===== config.mk =====
export PLATFORM = sky130hd
export DESIGN_NAME = bram_port_exerciser_flat
export DESIGN_NICKNAME = d
export VERILOG_FILES = /design/src/rtl/bram_port_exerciser_if.sv /design/src/rtl/bram_port_exerciser.sv /design/src/flat_wrapper.sv
export SDC_FILE = /design/constraint.sdc
export NUM_CORES = 1
export LEC_CHECK = 0
export CAP_MARGIN = 20
export CORE_ASPECT_RATIO = 0.7
export CORE_MARGIN = 2
export CORE_UTILIZATION = 40
export CTS_CLUSTER_SIZE = 40
export DETAILED_ROUTE_END_ITERATION = 10
export PLACE_DENSITY_LB_ADDON = 0.1
export SYNTH_ARGS = -nofsm -noshare
export SYNTH_HDL_FRONTEND = slang
export SYNTH_SLANG_ARGS = --single-unit

===== constraint.sdc =====
create_clock -name CLK -period 1.9 [get_ports CLK]
set_clock_uncertainty 0.1 [all_clocks]
set_input_delay 0.38 -clock CLK [delete_from_list [all_inputs] [get_ports CLK]]
set_output_delay 0.38 -clock CLK [all_outputs]
set_load 0.1 [all_outputs]

===== src/rtl/bram_port_exerciser_if.sv =====
// BRAM port bundle between the exerciser (master) and one BRAM port (slave).
// Signal names keep the exerciser's point of view: o_* driven by it, i_rdata returned to it.
interface bram_port_exerciser_if #(
  parameter int unsigned ADDR_W = 10,
  parameter int unsigned DATA_W = 32
);
  logic              o_en;
  logic              o_we;
  logic [ADDR_W-1:0] o_addr;
  logic [DATA_W-1:0] o_data;
  logic [DATA_W-1:0] i_rdata;

  modport master (output o_en, output o_we, output o_addr, output o_data, input  i_rdata);
  modport slave  (input  o_en, input  o_we, input  o_addr, input  o_data, output i_rdata);
endinterface


===== src/rtl/bram_port_exerciser.sv =====
// Write/read sweep traffic generator and read-back checker for one BRAM port.
// Optional BRAM_EXER_FAULT_INJ_EN adds i_inject to corrupt the word written at address 0.
module bram_port_exerciser #(
  parameter int unsigned       ADDR_W = 10,
  parameter int unsigned       DATA_W = 32,
  parameter int unsigned       RD_LAT = 2,
  parameter logic [DATA_W-1:0] SEED   = 32'hA5A5_0000
) (
  input  logic                  CLK,
  input  logic                  RSTn,
  input  logic                  i_wr_req,
  input  logic                  i_rd_req,
`ifdef BRAM_EXER_FAULT_INJ_EN
  input  logic                  i_inject,
`endif
  bram_port_exerciser_if.master bram,
  output logic                  o_busy,
  output logic                  o_done,
  output logic [15:0]           o_err_cnt,
  output logic [1:0]            o_led
);

  typedef enum logic [2:0] {S_IDLE, S_WRITE, S_READ, S_DRAIN, S_DONE} state_t;

  localparam logic [ADDR_W-1:0] ADDR_MAX   = '1;
  localparam logic [2:0]        DRAIN_LAST = 3'(RD_LAT - 1);
  localparam logic [15:0]       ERR_MAX    = 16'hFFFF;

  state_t            r_state;
  logic [2:0]        r_wr_sync;
  logic [2:0]        r_rd_sync;
  logic              r_wr_edge;
  logic              r_rd_edge;
  logic [2:0]        r_drain_cnt;
  logic [RD_LAT-1:0] r_pipe_v;
  logic [DATA_W-1:0] r_pipe_e [RD_LAT];

  logic [ADDR_W-1:0] w_addr_nxt;
  logic [DATA_W-1:0] w_data_nxt;
  logic              w_mismatch;
  logic              w_inject;

  assign w_addr_nxt = bram.o_addr + ADDR_W'(1);
  assign w_data_nxt = SEED + DATA_W'(w_addr_nxt);
  assign w_mismatch = r_pipe_v[RD_LAT-1] && (bram.i_rdata != r_pipe_e[RD_LAT-1]);

`ifdef BRAM_EXER_FAULT_INJ_EN
  assign w_inject = i_inject;
`else
  assign w_inject = 1'b0;
`endif

  // Bits [1:0] are the synchroniser, bit [2] the previous level for edge detection;
  // the registered edge pulse gives the raw-edge-to-o_en latency of four clocks.
  always_ff @(posedge CLK or negedge RSTn) begin
    if (!RSTn) begin
      r_wr_sync <= '0;
      r_rd_sync <= '0;
      r_wr_edge <= 1'b0;
      r_rd_edge <= 1'b0;
    end else begin
      // NOTE: non-blocking assignments make every flop sample the pre-edge value,
      // which is what turns this chain into a real multi-stage synchroniser.
      r_wr_sync <= {r_wr_sync[1:0], i_wr_req};
      r_rd_sync <= {r_rd_sync[1:0], i_rd_req};
      r_wr_edge <= r_wr_sync[1] & ~r_wr_sync[2];
      r_rd_edge <= r_rd_sync[1] & ~r_rd_sync[2];
    end
  end

  always_ff @(posedge CLK or negedge RSTn) begin
    if (!RSTn) begin
      r_state     <= S_IDLE;
      bram.o_en   <= 1'b0;
      bram.o_we   <= 1'b0;
      bram.o_addr <= '0;
      bram.o_data <= '0;
      o_busy      <= 1'b0;
      o_done      <= 1'b0;
      o_err_cnt   <= '0;
      o_led       <= '0;
      r_drain_cnt <= '0;
      r_pipe_v    <= '0;
      for (int j = 0; j < RD_LAT; j++) r_pipe_e[j] <= '0;
    end else begin
      o_done <= 1'b0;
      for (int j = RD_LAT - 1; j > 0; j--) begin
        r_pipe_v[j] <= r_pipe_v[j-1];
        r_pipe_e[j] <= r_pipe_e[j-1];
      end
      r_pipe_v[0] <= 1'b0;

      if (w_mismatch && (o_err_cnt != ERR_MAX)) o_err_cnt <= o_err_cnt + 16'd1;

      case (r_state)
        S_IDLE: begin
          bram.o_en <= 1'b0;
          bram.o_we <= 1'b0;
          if (r_wr_edge) begin
            r_state     <= S_WRITE;
            bram.o_en   <= 1'b1;
            bram.o_we   <= 1'b1;
            bram.o_addr <= '0;
            bram.o_data <= w_inject ? ~SEED : SEED;
            o_busy      <= 1'b1;
            o_led       <= '0;
          end else if (r_rd_edge) begin
            r_state     <= S_READ;
            bram.o_en   <= 1'b1;
            bram.o_we   <= 1'b0;
            bram.o_addr <= '0;
            o_busy      <= 1'b1;
            o_err_cnt   <= '0;
            o_led       <= '0;
            r_pipe_v[0] <= 1'b1;
            r_pipe_e[0] <= SEED;
          end
        end
        S_WRITE: begin
          if (bram.o_addr == ADDR_MAX) begin
            r_state   <= S_DONE;
            bram.o_en <= 1'b0;
            bram.o_we <= 1'b0;
            o_done    <= 1'b1;
          end else begin
            bram.o_addr <= w_addr_nxt;
            bram.o_data <= w_data_nxt;
          end
        end
        S_READ: begin
          if (bram.o_addr == ADDR_MAX) begin
            r_state     <= S_DRAIN;
            bram.o_en   <= 1'b0;
            r_drain_cnt <= '0;
          end else begin
            bram.o_addr <= w_addr_nxt;
            r_pipe_v[0] <= 1'b1;
            r_pipe_e[0] <= w_data_nxt;
          end
        end
        S_DRAIN: begin
          // The last compare lands on the final drain cycle, so o_err_cnt is settled here.
          if (r_drain_cnt == DRAIN_LAST) begin
            r_state <= S_DONE;
            o_done  <= 1'b1;
            o_led   <= {o_err_cnt != 16'd0, o_err_cnt == 16'd0};
          end else begin
            r_drain_cnt <= r_drain_cnt + 3'd1;
          end
        end
        S_DONE: begin
          r_state <= S_IDLE;
          o_busy  <= 1'b0;
        end
        default: r_state <= S_IDLE;
      endcase
    end
  end

endmodule

===== src/flat_wrapper.sv =====
// flat-port wrapper written by rule: the top's interface ports become plain ports
module bram_port_exerciser_flat 
#(
  parameter int unsigned       ADDR_W = 10,
  parameter int unsigned       DATA_W = 32,
  parameter int unsigned       RD_LAT = 2,
  parameter logic [DATA_W-1:0] SEED   = 32'hA5A5_0000
)
  (CLK, RSTn, i_wr_req, i_rd_req, o_busy, o_done, o_err_cnt, o_led, bram_o_en, bram_o_we, bram_o_addr, bram_o_data, bram_i_rdata);
  bram_port_exerciser_if #(.ADDR_W(ADDR_W), .DATA_W(DATA_W)) bram_i ();
  input  logic CLK;
  input  logic RSTn;
  input  logic i_wr_req;
  input  logic i_rd_req;
  output logic o_busy;
  output logic o_done;
  output logic [15:0] o_err_cnt;
  output logic [1:0] o_led;
  output wire logic [$bits(bram_i.o_en)-1:0] bram_o_en;
  output wire logic [$bits(bram_i.o_we)-1:0] bram_o_we;
  output wire logic [$bits(bram_i.o_addr)-1:0] bram_o_addr;
  output wire logic [$bits(bram_i.o_data)-1:0] bram_o_data;
  input wire logic [$bits(bram_i.i_rdata)-1:0] bram_i_rdata;
  assign bram_o_en = bram_i.o_en;
  assign bram_o_we = bram_i.o_we;
  assign bram_o_addr = bram_i.o_addr;
  assign bram_o_data = bram_i.o_data;
  assign bram_i.i_rdata = bram_i_rdata;
  bram_port_exerciser #(.ADDR_W(ADDR_W), .DATA_W(DATA_W), .RD_LAT(RD_LAT), .SEED(SEED)) u_core (.CLK(CLK), .RSTn(RSTn), .i_wr_req(i_wr_req), .i_rd_req(i_rd_req), .bram(bram_i), .o_busy(o_busy), .o_done(o_done), .o_err_cnt(o_err_cnt), .o_led(o_led));
endmodule

; Word level (Yosys, flattened, before mapping)
; Cells that the tools add are included.
[totals]
reg_bits = 144
latch_bits = 0
mem_bits_rw = 0
romBits = 0
memories = 0
[op_classes]
n_addsub = 4
multipliers = 0
div_mod_pow = 0
n_lt_le_gt_ge = 0
n_eq_ne = 20
n_shift = 0
n_mux = 42
bitwise_logic = 4
n_reduce_logical = 21
[ops]
columns = op, n
row1 = $mux 32, 4
row2 = $pmux 32 s2, 2
row3 = $mux 16, 4
row4 = $add 32x10->32 const A, 1
row5 = $ne 32x32->1, 1
row6 = $mux 10, 3
row7 = $mux 3, 7
row8 = $pmux 10 s2, 1
row9 = $add 16x1->16 const B, 1
row10 = $logic_not 16->1, 1
row11 = $ne 16x16->1 const B, 1
row12 = $reduce_bool 16->1, 1
row13 = $ne 2x1->1 const B, 6
row14 = $pmux 3 s4, 1
row15 = $reduce_and 3->1, 4
row16 = $reduce_bool 2->1, 6
row17 = $add 10x1->10 const B, 1
row18 = $eq 10x10->1 const B, 1
row19 = $mux 1, 10
row20 = $ne 2x2->1 const B, 5
row21 = $pmux 1 s2, 5
row22 = $reduce_and 4->1, 2
row23 = $eq 3x1->1 const B, 2
row24 = $eq 3x2->1 const B, 2
row25 = 12 further kinds, 19

; Logic depth before layout (Yosys ltp)
[depth]
word_depth = 7
mapped_depth = 8
mapped_depth_nobuf = 8

; Worst setup path before layout
; OpenSTA, ideal clock, no wires.
[synth_timing]
path_type = register to register
from = register u_core.o_err_cnt[0]
to = register u_core.o_err_cnt[15]
t_arrival_ps = 2528
setup_slack_ps = -805
stages_incl_launch_ff = 8
n_path_buf = 0
synth_period_minus_slack_ps = 2705
cell_sequence = dfrtp_1 -> ha_1 -> and3_1 -> nand4_2 -> nand2_1 -> a211oi_1 -> or3b_1 -> a21oi_1
[synth_via]
elab_chain_cells = 6
elab_cells_between_ends = 7
classes_between = add/sub (1) / eq/ne (1) / mux (4) / reduce/logical (1)
[synth_lines]
columns = item, line
row1 = from (decl), bram_port_exerciser.sv:19  ; output logic [15:0] o_err_cnt,
row2 = from (signal assigned), bram_port_exerciser.sv:93  ; if (w_mismatch && (o_err_cnt != ERR_MAX)) o_err_cnt <= o_err_cnt + 16'd1;
row3 = branches (longest 2 deep; another with $add 16x1->16), n/a
row4 = $mux 16 (*), bram_port_exerciser.sv:93
row5 = $mux 16, bram_port_exerciser.sv:107  ; end else if (r_rd_edge) begin
row6 = $mux 16, bram_port_exerciser.sv:99  ; if (r_wr_edge) begin
row7 = $mux 16 (*), bram_port_exerciser.sv:95  ; case (r_state)
; Mark *: on every way between the ends.
; A chain may end at the register's enable or synchronous reset.

; Final worst setup path
[layout_timing]
from = input port bram_i_rdata[21]
to = register u_core.o_err_cnt[15]
[layout_via]
elab_chain_cells = 7
[layout_lines]
columns = item, line
row1 = from (decl), flat_wrapper.sv:23  ; input wire logic [$bits(bram_i.i_rdata)-1:0] bram_i_rdata;
row2 = $ne 32x32->1 (*), bram_port_exerciser.sv:45  ; assign w_mismatch = r_pipe_v[RD_LAT-1] && (bram.i_rdata != r_pipe_e[RD_LAT-1]);
row3 = $logic_and 1x1->1 (*), bram_port_exerciser.sv:45
row4 = $logic_and 1x1->1 (*), bram_port_exerciser.sv:93
row5 = $mux 16 (*), bram_port_exerciser.sv:93
row6 = $mux 16, bram_port_exerciser.sv:107
row7 = $mux 16, bram_port_exerciser.sv:99
row8 = $mux 16 (*), bram_port_exerciser.sv:95
; Mark *: on every way between the ends. The rest lies on a longest branch, timed or not.

==> results.toml <==
[finish]
nNetsFinal = 558
drive_gt1_share_pct = 38.89
design_area_sq_mm = 0.006286
layoutNonFillerInstCount = 650
diodes = 0
syn_to_final_growth_pct = 61.86

[clock_tree]
cts_max_path_buffers = 2
cts_max_level = 3
clkLatencyLatePin_ps = 330
clk_pin_slew_ps = 60
cts_sinks = 81
cts_tree = "yes"
numCtsBuffers = 9
cts_root_buffer = "clkbuf_16"

[routing]
via_count = 3297
dr.first_iter.drc_count = 145
wl_mm = 10.13
wl_per_cell_microns = 15.58
ant_nets = 0
dr.pass1.iters = 4
drcViolationCount = 0
vias_per_cell = 5.072

[critical_path]
max_stage_delay_ps = 460
path_cells = "dlygate4sd2_1 -> nand4_1 -> or3_4 -> a2111oi_4 -> buf_4 -> and2_4 -> o41ai_1 -> a21oi_1"
critical_path_buf_inv_count = 2
path_class = "in2reg"
critPathArrivalTime_ps = 2140
cp_max_fo = 5
critPathTopFamily = "compound AO/OA/AOI/OAI gates"
timing.rr.end = "u_core.o_err_cnt[15]"
required_ps = 2050
crit_path_end_kind = "flop"
regToRegStartpoint = "u_core.r_pipe_e[29]"
cp.depth = 8
reg2reg_slack_ps = -80
reg2regPathDepth = 7
slowest_stage = "a2111oi_4"
critPathLaunchType = "input port"

[min_path]
hold_start = "u_core.r_wr_sync[0]"
holdPathEnd = "u_core.r_wr_sync[1]"
whs_path_depth = 0
hp-class = "reg2reg"

[synth]
synth_area_per_cell_sq_um = 10.14
async_flop_share_pct = 100.0
synth_edf_count = 0
yosysWarnings = 0
synthCells = 383
synth_cell_type_count = 55
syn_area_sq_mm = 0.003884
ys.flop_type = "dfrtp_1"
synth_seq_cells = 81
ys_seq_area_share_pct = 52.19

[grt]
grt_max_degree = 48
grt_pass1_wl_mm = 16.22
grt_pass1_vias = 3214
grt_antenna_before_repair = 0
track_usage_pct = 19.91
grt_overflow_total = 0

[floorplanning]
num_io_pins = 100
die-area_sq_mm = 0.01053
rows = 30
core_area_sq_mm = 0.009572
start_util_pct = 40.58
die_x_microns = 121.8
die_h_microns = 86.44

[timing]
fmax_ghz = 0.5024
fin_ws_ps = -90.35
hold_slack_ps = 249.8
finalCriticalPeriod_ps = 1990
grt_setup_unrepaired = "true"
maxSlewViolCount = 0
hold_viol = 0
finalCritPeriodShare_pct = 104.8
setup-violations-final = 14

[run_status]
status = "complete, but fails checks"
violations = "setup timing"

[placement]
gp_congestion = 0.8916
portBuffers = 85
place_area_sq_mm = 0.005757
pre_cts_ws_ps = -653.3
hpwl_mm = 7.343
place_inst = 625

[power_and_ir_drop]
leakagePower_nw = 2.759
vdd_ir_drop_max_v = 0.001216
powerDensity_mw_per_mm2 = 1599

[job]
max_cap_violations = 0
==> report_power, final <==
part	switching (mW)	internal, mW	total [mW]
Clock	0.678	0.954	1.63
Combinational	3.54	2.15	5.69
Sequential	0.494	2.24	2.73
==> what timing repair did <==
item | CTS | global route
pin swaps | 16 | 29
cloned | 0 | 1
resized for setup | 15 | 42
buffers inserted | 0 | 7
endpoints found under the hold margin | 21 | 0
hold buffers | 1 | 0
endpoints found under the setup margin | 16 | 32
==> state kept, by name, summed over array words and instances (netlist names), 3 cells and up <==
signal and cells:
u_core.r_state 3, u_core.r_rd_sync 3, u_core.bram.o_addr 10, u_core.r_pipe_e 22, u_core.r_wr_sync 3, u_core.o_err_cnt 16
u_core.r_drain_cnt 3, u_core.bram.o_data 11
==> worst register-to-register path, delay by kind of cell (launching register included) <==
family	cells	cell delay, ps
AND/OR/NAND/NOR	3	580
AO/OA/AOI/OAI	3	680
buffers and inverters	1	200
flip-flops	1	340
==> worst max path at each step <==
| stage | startpoint | to | slack, ps |
|---|---|---|---|
| after floorplan | u_core.o_err_cnt[0] | u_core.o_err_cnt[15] | -170 |
| after global placement | bram_i_rdata[26] | u_core.o_err_cnt[15] | -630 |
| after detailed placement | bram_i_rdata[23] | u_core.o_err_cnt[15] | -650 |
| after CTS | u_core.o_err_cnt[0] | u_core.o_err_cnt[7] | -130 |
| after global routing | u_core.r_pipe_e[29] | u_core.o_err_cnt[4] | -150 |
| final | bram_i_rdata[21] | u_core.o_err_cnt[15] | -90 |
==> cell type report <==
| class | instances | area (sq um) |
|---|---|---|
| clock buffers | 12 | 256.5 |
| inverters | 8 | 30.03 |
| repair buffers | 142 | 1826 |
| flip-flops and latches | 81 | 2105 |
| multi-input cells | 275 | 1882 |
| well taps | 128 | 160.2 |
| fillers | 729 | 3286 |
| clock inverters | 4 | 27.53 |
==> cells in the mapped netlist, types with 2 or more instances <==
library cell	number	area, sq um
nor2_1	28	105.1
xor2_1	6	52.55
o21ai_0	32	160.2
dfrtp_1	81	2027
inv_1	8	30.03
o31ai_1	9	67.56
nand2b_1	7	43.79
ha_1	5	62.56
buf_4	21	157.7
a22o_1	4	35.03
or4_1	4	30.03
nand3_1	16	80.08
nor2b_1	5	31.28
nand3b_1	2	15.01
xnor2_1	17	148.9
nor4_1	6	37.54
clkbuf_1	7	26.28
nand4_1	9	56.30
a21oi_1	14	70.07
a21o_1	2	15.01
and3_1	6	37.54
and4_1	2	17.52
a211oi_1	3	22.52
nand2_1	46	172.7
buf_2	3	15.01
nand4_2	3	37.54
mux2i_1	2	20.02
nor3_1	5	25.02
a21oi_2	4	35.03
==> cells in the final DEF, fill, tap and decap left out, drive strengths merged, types with 3 or more instances in the layout <==
cell / count
nor2: 29
or4: 4
dlymetal6s2s: 13
nor4: 7
ha: 5
dlygate4sd2: 5
o21ai: 32
nand4: 12
xor2: 7
conb: 14
clkbuf: 12
xnor2: 17
and4: 3
a21oi: 18
and3: 6
nand2: 47
clkinvlp: 3
nand3: 16
nor2b: 5
a211oi: 3
clkdlybuf4s50: 13
dfrtp: 81
buf: 107
inv: 8
a22o: 4
nand2b: 7
clkdlybuf4s15: 3
o31ai: 9
nor3: 5
==> logic make-up (layout without fill, tap and decap cells) <==
kind of cell | Yosys count | count (layout) | synth area share, %
buf+inv | 41 | 166 | 6.540
compound gates | 79 | 79 | 13.31
flops | 81 | 81 | 52.19
simple gates | 150 | 151 | 20.14
fa+ha+maj | 5 | 5 | 1.611
xor+xnor | 24 | 24 | 5.606
mux | 2 | 2 | 0.5155
other cells | 1 | 14 | 0.09656
==> metrics by stage <==
stage / setup TNS (ps) / utilization (%) / power (mW)
floorplan: -4068 / - / 6.129
global placement: -9369 / 60.14 / 8.174
detailed placement: -9665 / 60.14 / 8.264
CTS: -1397 / 63.42 / 9.943
global route: -1627 / 65.67 / 10.55
finish: -836.2 / 65.67 / 10.05
==> layer usage <==
layer | vias up | global-route usage, % | share of wire, %
li1 | 1580 | - | -
met4 | 0 | 4.493 | 0.70
met2 | 98 | 30.42 | 47
met1 | 1610 | 28.03 | 45
met3 | 9 | 6.118 | 6.9
met5 | - | 0 | 0
Power figures use the tool's default switching activity.
